File: src/rtl/inst_decoder_if.sv
// Instruction bus from the host into the decoder, bundled with the core status
// feedback (OFIFO valid, L0 full) that gates the decoded strobes.
interface inst_decoder_if;
    logic [33:0] inst_in;
    logic        ofifo_valid;
    logic        l0_full;

    modport master (output inst_in, output ofifo_valid, output l0_full);
    modport slave  (input  inst_in, input  ofifo_valid, input  l0_full);
endinterface

File: src/rtl/inst_decoder.sv
// Instruction decoder: registers the 34-bit instruction, gates illegal strobes and
// tracks the weight-load -> execute -> drain phase. Define INST_DEC_ERR_LOG_EN to log the first error code.
module inst_decoder #(
    parameter int ROW     = 8,
    parameter int COL     = 8,
    parameter int LEN_NIJ = 36,
    parameter int ADDR_W  = 11
) (
    input  logic              clk,
    input  logic              reset,
    inst_decoder_if.slave     bus,
    output logic              acc,
    output logic              pmem_cen,
    output logic              pmem_wen,
    output logic [ADDR_W-1:0] pmem_addr,
    output logic              xmem_cen,
    output logic              xmem_wen,
    output logic [ADDR_W-1:0] xmem_addr,
    output logic              ofifo_rd,
    output logic              ififo_wr,
    output logic              ififo_rd,
    output logic              l0_rd,
    output logic              l0_wr,
    output logic              execute,
    output logic              load,
    output logic [2:0]        phase,
    output logic              pass_done,
    output logic              err,
    output logic              err_sticky,
    output logic [3:0]        err_code
);
    localparam int LCW = $clog2(ROW + 1);
    localparam int ECW = $clog2(LEN_NIJ + 1);
    localparam int L0W = $clog2(COL + 1) + 1;
    localparam logic [LCW-1:0] ROW_C = LCW'(ROW);
    localparam logic [ECW-1:0] LEN_C = ECW'(LEN_NIJ);

    typedef enum logic [2:0] {
        IDLE   = 3'd0,
        L0FILL = 3'd1,
        KLOAD  = 3'd2,
        EXEC   = 3'd3,
        DRAIN  = 3'd4
    } phase_e;

    // Bit i of causes corresponds to error code i+1; lowest code wins.
    function automatic logic [3:0] first_cause(input logic [5:0] causes);
        logic [3:0] code;
        code = 4'd0;
        for (int i = 5; i >= 0; i--) begin
            if (causes[i]) begin
                code = 4'(i + 1);
            end else begin
                code = code;
            end
        end
        return code;
    endfunction

    phase_e           state_r, state_nxt_s;
    logic [LCW-1:0]   load_cnt_r, load_cnt_nxt_s;
    logic [ECW-1:0]   exec_cnt_r, exec_cnt_nxt_s;
    logic [L0W-1:0]   l0_cnt_r, l0_cnt_nxt_s;
    logic             ld_s, ex_s, l0w_s, ofr_s, both_s, ex_legal_s, xw_s;
    logic             ld_ok_s, ex_ok_s, l0w_ok_s, ofr_ok_s, xw_bad_s;
    logic             pass_done_s;
    logic [5:0]       causes_s;
    logic [3:0]       code_s;

    // Classify the incoming instruction against the current phase.
    always_comb begin
        ld_s       = bus.inst_in[0];
        ex_s       = bus.inst_in[1];
        l0w_s      = bus.inst_in[2];
        ofr_s      = bus.inst_in[6];
        xw_s       = ~bus.inst_in[19] & ~bus.inst_in[18];
        both_s     = ld_s & ex_s;
        ex_legal_s = ((state_r == KLOAD) && (load_cnt_r == ROW_C)) || (state_r == EXEC);
        causes_s[0] = both_s;
        causes_s[1] = ofr_s & ~bus.ofifo_valid;
        causes_s[2] = l0w_s & bus.l0_full;
        causes_s[5] = ex_s & ~both_s & (state_r == DRAIN);
        causes_s[3] = ex_s & ~both_s & ~causes_s[5] & ~ex_legal_s;
        causes_s[4] = xw_s & ((state_r == KLOAD) || (state_r == EXEC));
        code_s      = first_cause(causes_s);
        ld_ok_s    = ld_s & ~both_s;
        ex_ok_s    = ex_s & ~causes_s[0] & ~causes_s[3] & ~causes_s[5];
        l0w_ok_s   = l0w_s & ~causes_s[2];
        ofr_ok_s   = ofr_s & ~causes_s[1];
        xw_bad_s   = causes_s[4];
    end

    // Phase transitions and sequencing counters.
    always_comb begin
        state_nxt_s    = state_r;
        exec_cnt_nxt_s = exec_cnt_r;
        pass_done_s    = 1'b0;
        case (state_r)
            IDLE: begin
                if (l0w_ok_s) state_nxt_s = L0FILL;
                else          state_nxt_s = IDLE;
            end
            L0FILL: begin
                if (ld_ok_s) state_nxt_s = KLOAD;
                else         state_nxt_s = L0FILL;
            end
            KLOAD: begin
                if (ex_ok_s) begin
                    state_nxt_s    = EXEC;
                    exec_cnt_nxt_s = exec_cnt_r + 1'b1;
                end else begin
                    state_nxt_s = KLOAD;
                end
            end
            EXEC: begin
                if (ex_ok_s && (exec_cnt_r + 1'b1 == LEN_C)) begin
                    state_nxt_s    = DRAIN;
                    exec_cnt_nxt_s = '0;
                    pass_done_s    = 1'b1;
                end else if (ex_ok_s) begin
                    exec_cnt_nxt_s = exec_cnt_r + 1'b1;
                end else begin
                    state_nxt_s = EXEC;
                end
            end
            DRAIN: begin
                if (l0w_ok_s)                           state_nxt_s = L0FILL;
                else if (!bus.ofifo_valid && !ofr_s)    state_nxt_s = IDLE;
                else                                    state_nxt_s = DRAIN;
            end
            default: begin
                state_nxt_s    = IDLE;
                exec_cnt_nxt_s = '0;
            end
        endcase

        if ((state_nxt_s == L0FILL) && (state_r != L0FILL)) begin
            load_cnt_nxt_s = '0;
            l0_cnt_nxt_s   = '0;
        end else begin
            if (ld_ok_s && (load_cnt_r != ROW_C)) load_cnt_nxt_s = load_cnt_r + 1'b1;
            else                                  load_cnt_nxt_s = load_cnt_r;
            if (l0w_ok_s && (l0_cnt_r != '1))     l0_cnt_nxt_s   = l0_cnt_r + 1'b1;
            else                                  l0_cnt_nxt_s   = l0_cnt_r;
        end
    end

    // Phase register and counters.
    always_ff @(posedge clk or negedge reset) begin
        if (!reset) begin
            state_r    <= IDLE;
            load_cnt_r <= '0;
            exec_cnt_r <= '0;
            l0_cnt_r   <= '0;
        end else begin
            state_r    <= state_nxt_s;
            load_cnt_r <= load_cnt_nxt_s;
            exec_cnt_r <= exec_cnt_nxt_s;
            l0_cnt_r   <= l0_cnt_nxt_s;
        end
    end

    // Registered core-facing outputs; memory fields pass through except blocked xmem writes.
    always_ff @(posedge clk or negedge reset) begin
        if (!reset) begin
            acc        <= 1'b0;
            pmem_cen   <= 1'b1;
            pmem_wen   <= 1'b1;
            pmem_addr  <= '0;
            xmem_cen   <= 1'b1;
            xmem_wen   <= 1'b1;
            xmem_addr  <= '0;
            ofifo_rd   <= 1'b0;
            ififo_wr   <= 1'b0;
            ififo_rd   <= 1'b0;
            l0_rd      <= 1'b0;
            l0_wr      <= 1'b0;
            execute    <= 1'b0;
            load       <= 1'b0;
            pass_done  <= 1'b0;
            err        <= 1'b0;
            err_sticky <= 1'b0;
        end else begin
            acc        <= bus.inst_in[33];
            pmem_cen   <= bus.inst_in[32];
            pmem_wen   <= bus.inst_in[31];
            pmem_addr  <= bus.inst_in[20 +: ADDR_W];
            xmem_cen   <= bus.inst_in[19] | xw_bad_s;
            xmem_wen   <= bus.inst_in[18] | xw_bad_s;
            xmem_addr  <= bus.inst_in[7 +: ADDR_W];
            ofifo_rd   <= ofr_ok_s;
            ififo_wr   <= bus.inst_in[5];
            ififo_rd   <= bus.inst_in[4];
            l0_rd      <= bus.inst_in[3];
            l0_wr      <= l0w_ok_s;
            execute    <= ex_ok_s;
            load       <= ld_ok_s;
            pass_done  <= pass_done_s;
            err        <= (code_s != 4'd0);
            err_sticky <= err_sticky | (code_s != 4'd0);
        end
    end

    // Error code log: first error since reset is frozen when logging is built in.
    always_ff @(posedge clk or negedge reset) begin
        if (!reset) begin
            err_code <= 4'd0;
        end else begin
`ifdef INST_DEC_ERR_LOG_EN
            if (err_code == 4'd0) err_code <= code_s;
            else                  err_code <= err_code;
`else
            err_code <= 4'd0;
`endif
        end
    end

    assign phase = state_r;
endmodule
File: src/flat_wrapper.sv
// flat-port wrapper written by rule: the top's interface ports become plain ports
module inst_decoder_flat 
#(
    parameter int ROW     = 8,
    parameter int COL     = 8,
    parameter int LEN_NIJ = 36,
    parameter int ADDR_W  = 11
)
  (clk, reset, acc, pmem_cen, pmem_wen, pmem_addr, xmem_cen, xmem_wen, xmem_addr, ofifo_rd, ififo_wr, ififo_rd, l0_rd, l0_wr, execute, load, phase, pass_done, err, err_sticky, err_code, bus_inst_in, bus_ofifo_valid, bus_l0_full);
  inst_decoder_if bus_i ();
  input  logic clk;
  input  logic reset;
  output logic acc;
  output logic pmem_cen;
  output logic pmem_wen;
  output logic [ADDR_W-1:0] pmem_addr;
  output logic xmem_cen;
  output logic xmem_wen;
  output logic [ADDR_W-1:0] xmem_addr;
  output logic ofifo_rd;
  output logic ififo_wr;
  output logic ififo_rd;
  output logic l0_rd;
  output logic l0_wr;
  output logic execute;
  output logic load;
  output logic [2:0] phase;
  output logic pass_done;
  output logic err;
  output logic err_sticky;
  output logic [3:0] err_code;
  input wire logic [$bits(bus_i.inst_in)-1:0] bus_inst_in;
  input wire logic [$bits(bus_i.ofifo_valid)-1:0] bus_ofifo_valid;
  input wire logic [$bits(bus_i.l0_full)-1:0] bus_l0_full;
  assign bus_i.inst_in = bus_inst_in;
  assign bus_i.ofifo_valid = bus_ofifo_valid;
  assign bus_i.l0_full = bus_l0_full;
  inst_decoder #(.ROW(ROW), .COL(COL), .LEN_NIJ(LEN_NIJ), .ADDR_W(ADDR_W)) u_core (.clk(clk), .reset(reset), .bus(bus_i), .acc(acc), .pmem_cen(pmem_cen), .pmem_wen(pmem_wen), .pmem_addr(pmem_addr), .xmem_cen(xmem_cen), .xmem_wen(xmem_wen), .xmem_addr(xmem_addr), .ofifo_rd(ofifo_rd), .ififo_wr(ififo_wr), .ififo_rd(ififo_rd), .l0_rd(l0_rd), .l0_wr(l0_wr), .execute(execute), .load(load), .phase(phase), .pass_done(pass_done), .err(err), .err_sticky(err_sticky), .err_code(err_code));
endmodule
File: config.mk
export PLATFORM = sky130hd
export DESIGN_NAME = inst_decoder_flat
export DESIGN_NICKNAME = d
export VERILOG_FILES = /design/src/rtl/inst_decoder_if.sv /design/src/rtl/inst_decoder.sv /design/src/flat_wrapper.sv
export SDC_FILE = /design/constraint.sdc
export NUM_CORES = 1
export LEC_CHECK = 0
export CORE_MARGIN = 4
export CORE_UTILIZATION = 35
export DETAILED_ROUTE_END_ITERATION = 10
export PLACE_DENSITY = 0.72
export SLEW_MARGIN = 25
export SYNTH_ARGS = -nofsm -noshare
export SYNTH_HDL_FRONTEND = slang
export SYNTH_SLANG_ARGS = --single-unit
File: constraint.sdc
create_clock -name clk -period 2.8 [get_ports clk]
set_input_delay 0.7 -clock clk [delete_from_list [all_inputs] [get_ports clk]]
set_output_delay 0.7 -clock clk [all_outputs]
set_load 0.05 [all_outputs]
Yosys cells after proc, flatten, opt, wreduce, memory -nomap -nowiden
Cells that the tools add are included.

word-level totals
  register bits after elaboration = 50
  word-level logic and storage cells = 91

operators by class
  muxes and demuxes = 21
  eq/ne operators = 9
  reductions and logical operators = 13
  bitwise operators = 26
  add/sub/neg operators = 2

operators by type and width
  cell                                                 number
  2-to-1 mux 4 bit                                     7
  case mux 6 bit (3 select lines)                      1
  2-to-1 mux 3 bit                                     5
  case mux 3 bit (5 select lines)                      1
  bitwise AND 1 bit                                    14
  2-to-1 mux 6 bit                                     2
  NOT 1 bit                                            9
  adder 6 x 1 -> 6 bit, second input constant          1
  equality test 3 x 1 -> 1 bit, second input constant  2
  equality test 3 x 2 -> 1 bit, second input constant  2
  equality test 6 bit, second input constant           1
  logical AND 1 bit                                    5
  adder 4 x 1 -> 4 bit, second input constant          1
  equality test 4 bit, second input constant           1
  2-to-1 mux 1 bit                                     4
  != test 4 bit, second input constant                 1
  nonzero test 4 bit                                   1
  equality test 3 bit, second input constant           1
  zero test 3 bit                                      1
  != test 3 x 1 -> 1 bit, second input constant        1
  OR 1 bit                                             3
  OR reduction 3 bit                                   1
  zero test 1 bit                                      2
  logical OR 1 bit                                     2
  other kinds (2)                                      2

Depth between registers and ports, before layout
Gate-level depths: netlist of the first run.

  depth in word-level cells = 16
  depth in mapped cells = 7
  gate-level depth less buffers = 7

Worst setup path before layout of the first run
OpenSTA, ideal clock, no wires.

  kind = register to register
  start = reg u_core.state_r[0], in the netlist u_core.phase[0]
  end = reg u_core.exec_cnt_r[5]
  path slack = 722 ps
  required time = 2,676 ps
  stages on the path, launching flop included = 7
  buffers on the path = 1
  setup time = 124 ps
  data arrival time = 1,954 ps
  cell sequence = dfrtp_1 > buf_2 > and4b_1 > nor4b_1 > a311o_1 > nor2_1 > a211o_1

on the way
  longest elaborated chain between the ends = 11
  elaborated cells on any way between the ends = 20
  classes of those cells = eq/ne (4); mux (3); bitwise (8); reduce/logical (5)

ends and longest elaborated chain
  what                                                                 RTL line                                                    RTL
  start, declared                                                      inst_decoder.sv:60                                          phase_e state_r, state_nxt_s;
  start signal, assigned                                               inst_decoder.sv:156                                         state_r <= state_nxt_s;
  equality test 3 bit or equality test 3 x 2 -> 1 bit (tied branches)  inst_decoder.sv:82, inst_decoder.sv:98, inst_decoder.sv:78
  bitwise AND 1 bit or logical AND 1 bit (tied branches)               inst_decoder.sv:82, inst_decoder.sv:78
  NOT 1 bit or logical OR 1 bit (tied branches)                        inst_decoder.sv:83, inst_decoder.sv:87, inst_decoder.sv:78
  bitwise AND 1 bit or NOT 1 bit (tied branches)                       inst_decoder.sv:83                                          causes_s[3] = ex_s & ~both_s & ~causes_s[5] & ~ex_legal_s;
  bitwise AND 1 bit                                                    inst_decoder.sv:83
  NOT 1 bit                                                            inst_decoder.sv:87                                          ex_ok_s = ex_s & ~causes_s[0] & ~causes_s[3] & ~causes_s[5];
  bitwise AND 1 bit (2 in a row)                                       inst_decoder.sv:87
  2-to-1 mux 6 bit or logical AND 1 bit (tied branches)                -
  2-to-1 mux 6 bit                                                     inst_decoder.sv:116                                         if (ex_ok_s && (exec_cnt_r + 1'b1 == LEN_C)) begin
  case mux 6 bit (3 select lines)                                      inst_decoder.sv:98                                          case (state_r)
  end signal, assigned                                                 inst_decoder.sv:158                                         exec_cnt_r <= exec_cnt_nxt_s;
  end, declared                                                        inst_decoder.sv:62                                          logic [ECW-1:0] exec_cnt_r, exec_cnt_nxt_s;

Parallel ways exist; a longest one is shown, timed or not.
A chain may end at the register's enable or synchronous reset.

Worst setup path after layout of the first run
  start = reg u_core.state_r[2], in the netlist u_core.phase[2]
  end = out phase[2]

RTL lines
  what           RTL line            RTL
  end, declared  flat_wrapper.sv:27  output logic [2:0] phase;

No word-level cell between the ends.

==> out/metrics.cfg, run 1 <==
[timing]
worst_hold_slack_ns=0.4611
period_share=0.8433
post-route-min-period_ns=2.361
slew_headroom=0.5027
skew_ns=0.005979
tightest_slew_ns=0.7460
rsz0062_at_grt=false
finalHoldViolCount=0
fmax_mhz=423.5
setup_viol=0
maxSlewViolCount=0
setup_tns_ns=0

[die]
die_w_microns=80.39
start_util=0.3591
io_pins=82
die_y_microns=80.39
core-area_sq_um=5107
num_rows=26
die_area_sq_um=6463

[clock_tree]
cts.reportedPaths.clkPinSlew_ns=0.09
cts-root-buf=clkbuf_8
numCtsBuffers=5
insertion_delay_ns=0.30
cts_tree=built
clock-sinks=50
clock_path_buffers=2
ctsHoldBuffers=0
post_cts_buffers=0
ctsResizeCount=0
cts.htree.levels=2

[route]
wirelength_microns=4146
first_pass_iters=6
drt_iter0_drc=22
drc_errors=0
post_drt_wl_per_cell_microns=14.15
ant_nets=0
via_per_inst=4.597
vias=1347

[global_routing]
grt_pass1_vias=1300
grt-ovfl-total=0
grtUsageTotal=0.1306
grt_pass1_wl_microns=6417
grt_start_max_net_pins=37
antenna_found_initial=0

[finish]
layout_commonest_cell=clkdlybuf4s50_1
multi_input_area_sq_um=501.7
layout-drive-gt1-share=0.08520
seq_area_sq_um=1256
layout.nets=264
n_fill_cell=446
insertedDiodeCount=0
final_cell_mix=clkdlybuf4s50_1 (76), dfrtp_1 (46), inv_1 (8), nor2_1 (8), nand2_1 (8)
area_delta_synth_final_pct=50.14

[setup_path]
cp.arrival_ns=1.66
crit_path_max_incr_delay_ns=0.87
critPathRequiredTime_ns=2.10
critPathLaunchType=flop
crit_path_end_kind=primary output
worst-path-buf-inv=1
rr_worst_depth=7
critPathKind=reg -> out
crit_path_max_fanout=9
crit_family=buffers and inverters
cp_cell_sequence=clkdlybuf4s50_1
path_depth=1
crit_slowest_cell=clkdlybuf4s50_1

[synth]
avgSynthCellArea_sq_um=13.01
ys_warn_count=0
synth_area_sq_um=1834
yosysTopAreaCell=dfrtp_1
netlist_instances=141
ys_seq_elements=50
seq_area_frac_synth=0.6849
synth_cell_type_count=41
async_flop_share=1.000
synth_ff_type=dfrtp_1
synth_top_area_share=0.6276
synth_edf_count=0
synth_area_leaders=dfrtp_1 (63%), dfstp_2 (5.7%), ha_1 (2.7%), xor2_1 (1.9%), o21ai_0 (1.6%)

[power]
p_per_area_nw_per_um2=731.6
p_leak_nw=1.173
ir_worst_vdd_v=0.0004345

[place]
dp_hpwl_microns=3224
io_buffers=77
place_congestion=0.8110

[job]
max_cap_viol_count=0

[run_status]
outcome=finished clean

[min_path]
hp-class=in -> async

==> report_power, final <==
| group | leakage [nW] | internal [mW] | switching, mW |
|---|---|---|---|
| combinational | 0.537 | 0.255 | 0.400 |
| clock | 0.0441 | 0.176 | 0.235 |
| sequential | 0.592 | 0.838 | 0.110 |
==> per-layer routing <==
| metal | wire, microns | global-route usage |
|---|---|---|
| met1 | 1742 | 0.1651 |
| met2 | 2035 | 0.2103 |
| met3 | 335 | 0.04709 |
| met4 | 33 | 0.03716 |
| met5 | 0 | 0 |
==> through the flow <==
stage | setup slack (ns) | area, sq um | total power, mW | std cells | util
after floorplan | 0.7224 | 1846 | 1.391 | 144 | -
after global placement | 0.5398 | 2664 | 1.604 | 285 | 0.5216
after detailed placement | 0.4984 | 2664 | 1.620 | 285 | 0.5216
after CTS | 0.4186 | 2754 | 2.039 | 293 | 0.5392
after global routing | 0.3348 | 2754 | 2.154 | 293 | 0.5392
final | 0.4389 | 2754 | 2.015 | 293 | 0.5392
==> final cells by class <==
type                            instances  area share
Timing Repair Buffer                   80      0.2862
Sequential cell                        50      0.4562
Inverter                                8     0.01090
Tap cell                               70     0.03180
Clock inverter                          3    0.007724
Multi-Input combinational cell         77      0.1822
Clock buffer                            5     0.02499
==> logic make-up after synthesis <==
family | share of synthesized area
xor gates and xnor gates | 0.02387
other | 0.002044
adders and majority gates | 0.02729
and+or+nand+nor | 0.1050
buffers and inverters | 0.04775
DFF | 0.6849
muxes | 0.005457
AOI/OAI and AO/OA | 0.1037
==> registers in the layout (all words and copies together), names as in the netlist <==
register / flops
u_core.pass_done: 1
u_core.err: 1
u_core.ififo_wr: 1
u_core.execute: 1
u_core.pmem_cen: 1
u_core.pmem_addr: 11
u_core.pmem_wen: 1
u_core.load: 1
u_core.acc: 1
u_core.phase: 3
u_core.ififo_rd: 1
u_core.err_sticky: 1
u_core.l0_rd: 1
u_core.load_cnt_r: 4
u_core.xmem_addr: 11
u_core.exec_cnt_r: 6
u_core.xmem_wen: 1
u_core.l0_wr: 1
u_core.xmem_cen: 1
u_core.ofifo_rd: 1
==> Yosys cell counts (3+ instances only) <==
cell	number
nor2_1	8
nand2_1	8
inv_1	8
a21oi_1	3
o21ai_0	6
nand3_1	3
dfrtp_1	46
ha_1	4
o21bai_1	3
clkbuf_1	3
xor2_1	4
dfstp_2	4
buf_4	4
==> path summary, 6_finish.rpt <==
check / startpoint / to / slack (ns)
min reg2reg: u_core.err_sticky / u_core.err_sticky / 0.47
min: reset / u_core.exec_cnt_r[4] / 0.46
max reg2reg: u_core.load_cnt_r[0] / u_core.exec_cnt_r[5] / 0.73
min in group clk: u_core.err_sticky / u_core.err_sticky / 0.47
max: u_core.phase[2] / phase[2] / 0.44
max in group asynchronous: reset / u_core.l0_wr / 1.65
Note: power is estimated with default switching activity, not from simulation.
==> run 2: changes to the inputs <==
- PLACE_DENSITY: 0.72 -> 0.75
- clock period: 2.8 -> 1.9 ns (I/O delays scaled with it)
==> out/metrics.cfg, run 2 (synthesis gave the netlist of run 1 again) <==
[clock_tree]
cts.reportedPaths.clkPinSlew_ns=0.09
cts-root-buf=clkbuf_8
cts_tree=built
numCtsBuffers=5
insertion_delay_ns=0.30
cts.htree.levels=2
clock_path_buffers=2
clock-sinks=50

[die]
num_rows=26
core-area_sq_um=5107
io_pins=82
die_y_microns=80.39
die_w_microns=80.39
start_util=0.3591
die_area_sq_um=6463

[global_routing]
grt_pass1_wl_microns=6244
grt-ovfl-total=0
antenna_found_initial=0
grt_pass1_vias=1334
grt_use_met1=0.1462
grt_start_max_net_pins=51
top_usage_layer=met2
grtUsageTotal=0.1263
grt_util_met3=0.03700
grt_use_met2=0.2227

[timing]
skew_ns=0.007165
rsz0062_at_grt=true
period_share=0.9878
setup_viol=0
fmax_mhz=532.8
maxSlewViolCount=0
worst_hold_slack_ns=0.1534
post-route-min-period_ns=1.877
finalHoldViolCount=0

[setup_path]
crit_slowest_cell=a2111o_1
cp.arrival_ns=2.09
rr_worst_depth=6
crit_path_max_fanout=4
crit_path_max_incr_delay_ns=0.41
crit_path_end_kind=flop
critPathLaunchType=flop
crit_family=compound AO/OA/AOI/OAI gates
critPathRequiredTime_ns=2.12
cp_cell_sequence=inv_2 -> ha_4 -> nand3b_1 -> a2111o_1 -> a311o_1 -> o32ai_2
worst-path-buf-inv=1
path_depth=6
critPathKind=reg -> reg

[finish]
n_fill_cell=422
final_cell_mix=buf_4 (57), dfrtp_1 (42), clkdlybuf4s50_1 (36)
insertedDiodeCount=0
top_regs=u_core.pmem_addr: 11 flops, u_core.xmem_addr: 11 flops, u_core.exec_cnt_r: 6 flops
layout-drive-gt1-share=0.3571
area_delta_synth_final_pct=55.18
layout_commonest_cell=buf_4
layout.core_utilization=0.5573
layout.nets=279

[power]
ir_worst_vdd_v=0.0007197
total_power_mw=3.279
p_leak_nw=1.291
p_per_area_nw_per_um2=1152

[place]
place_congestion=0.7636
dp_hpwl_microns=3175
io_buffers=77

[job]
max_cap_viol_count=0

[route]
vias=1391
post_drt_wl_per_cell_microns=13.52
wirelength_microns=4164
ant_nets=0
drc_errors=0
drt_iter0_drc=71
via_per_inst=4.516
first_pass_iters=4

[run_status]
outcome=finished clean

[min_path]
hp-class=in -> async

## run 2: what timing repair did
| item | in CTS | in global routing |
|---|---|---|
| buffers inserted | 0 | 2 |
| hold endpoints to repair | 0 | 0 |
| setup endpoints to repair | 0 | 8 |
| gates resized for setup | 0 | 9 |
| hold buffers | 0 | 0 |
## run 2: area by class of cell
class / count / area, sq um / area share
clock buffer: 6 / 72.57 / 0.02549
tap: 70 / 87.58 / 0.03077
inverter: 8 / 30.03 / 0.01055
clock inverter: 2 / 37.54 / 0.01319
sequential: 50 / 1261 / 0.4431
timing repair buffer: 95 / 813.3 / 0.2857
multi-input combinational: 77 / 544.3 / 0.1912
## run 2: power breakdown
part | switching, mW | internal, mW
Combinational | 0.634 | 0.487
Sequential | 0.191 | 1.24
Clock | 0.333 | 0.393
Total | 1.16 | 2.12
## run 2: through the flow
step                setup slack, ns  std cells  area, sq um  setup TNS [ns]
floorplan                 0.0006189        144         1863               0
finish                      0.02323        308         2846               0
CTS                         0.01762        306         2801               0
global placement           -0.08248        298         2691         -0.1609
detailed placement         -0.09705        298         2691         -0.2248
global route               -0.07186        308         2846         -0.1678
## run 2: layer usage
layer  up-vias  share of wire
met4         0          0.011
met2        51           0.49
met5         -              0
li1        663              -
met1       671           0.43
met3         6          0.073
## run 2: worst paths after layout
check	startpoint	endpoint	slack (ns)
hold reg to reg	u_core.err_sticky	u_core.err_sticky	0.48
setup / recovery	u_core.load_cnt_r[0]	u_core.exec_cnt_r[2]	0.02
min in group clk	u_core.err_sticky	u_core.err_sticky	0.48
setup reg to reg	u_core.load_cnt_r[0]	u_core.exec_cnt_r[2]	0.02
max in group asynchronous	reset	u_core.pmem_wen	1.47
hold / removal	reset	u_core.xmem_addr[0]	0.15
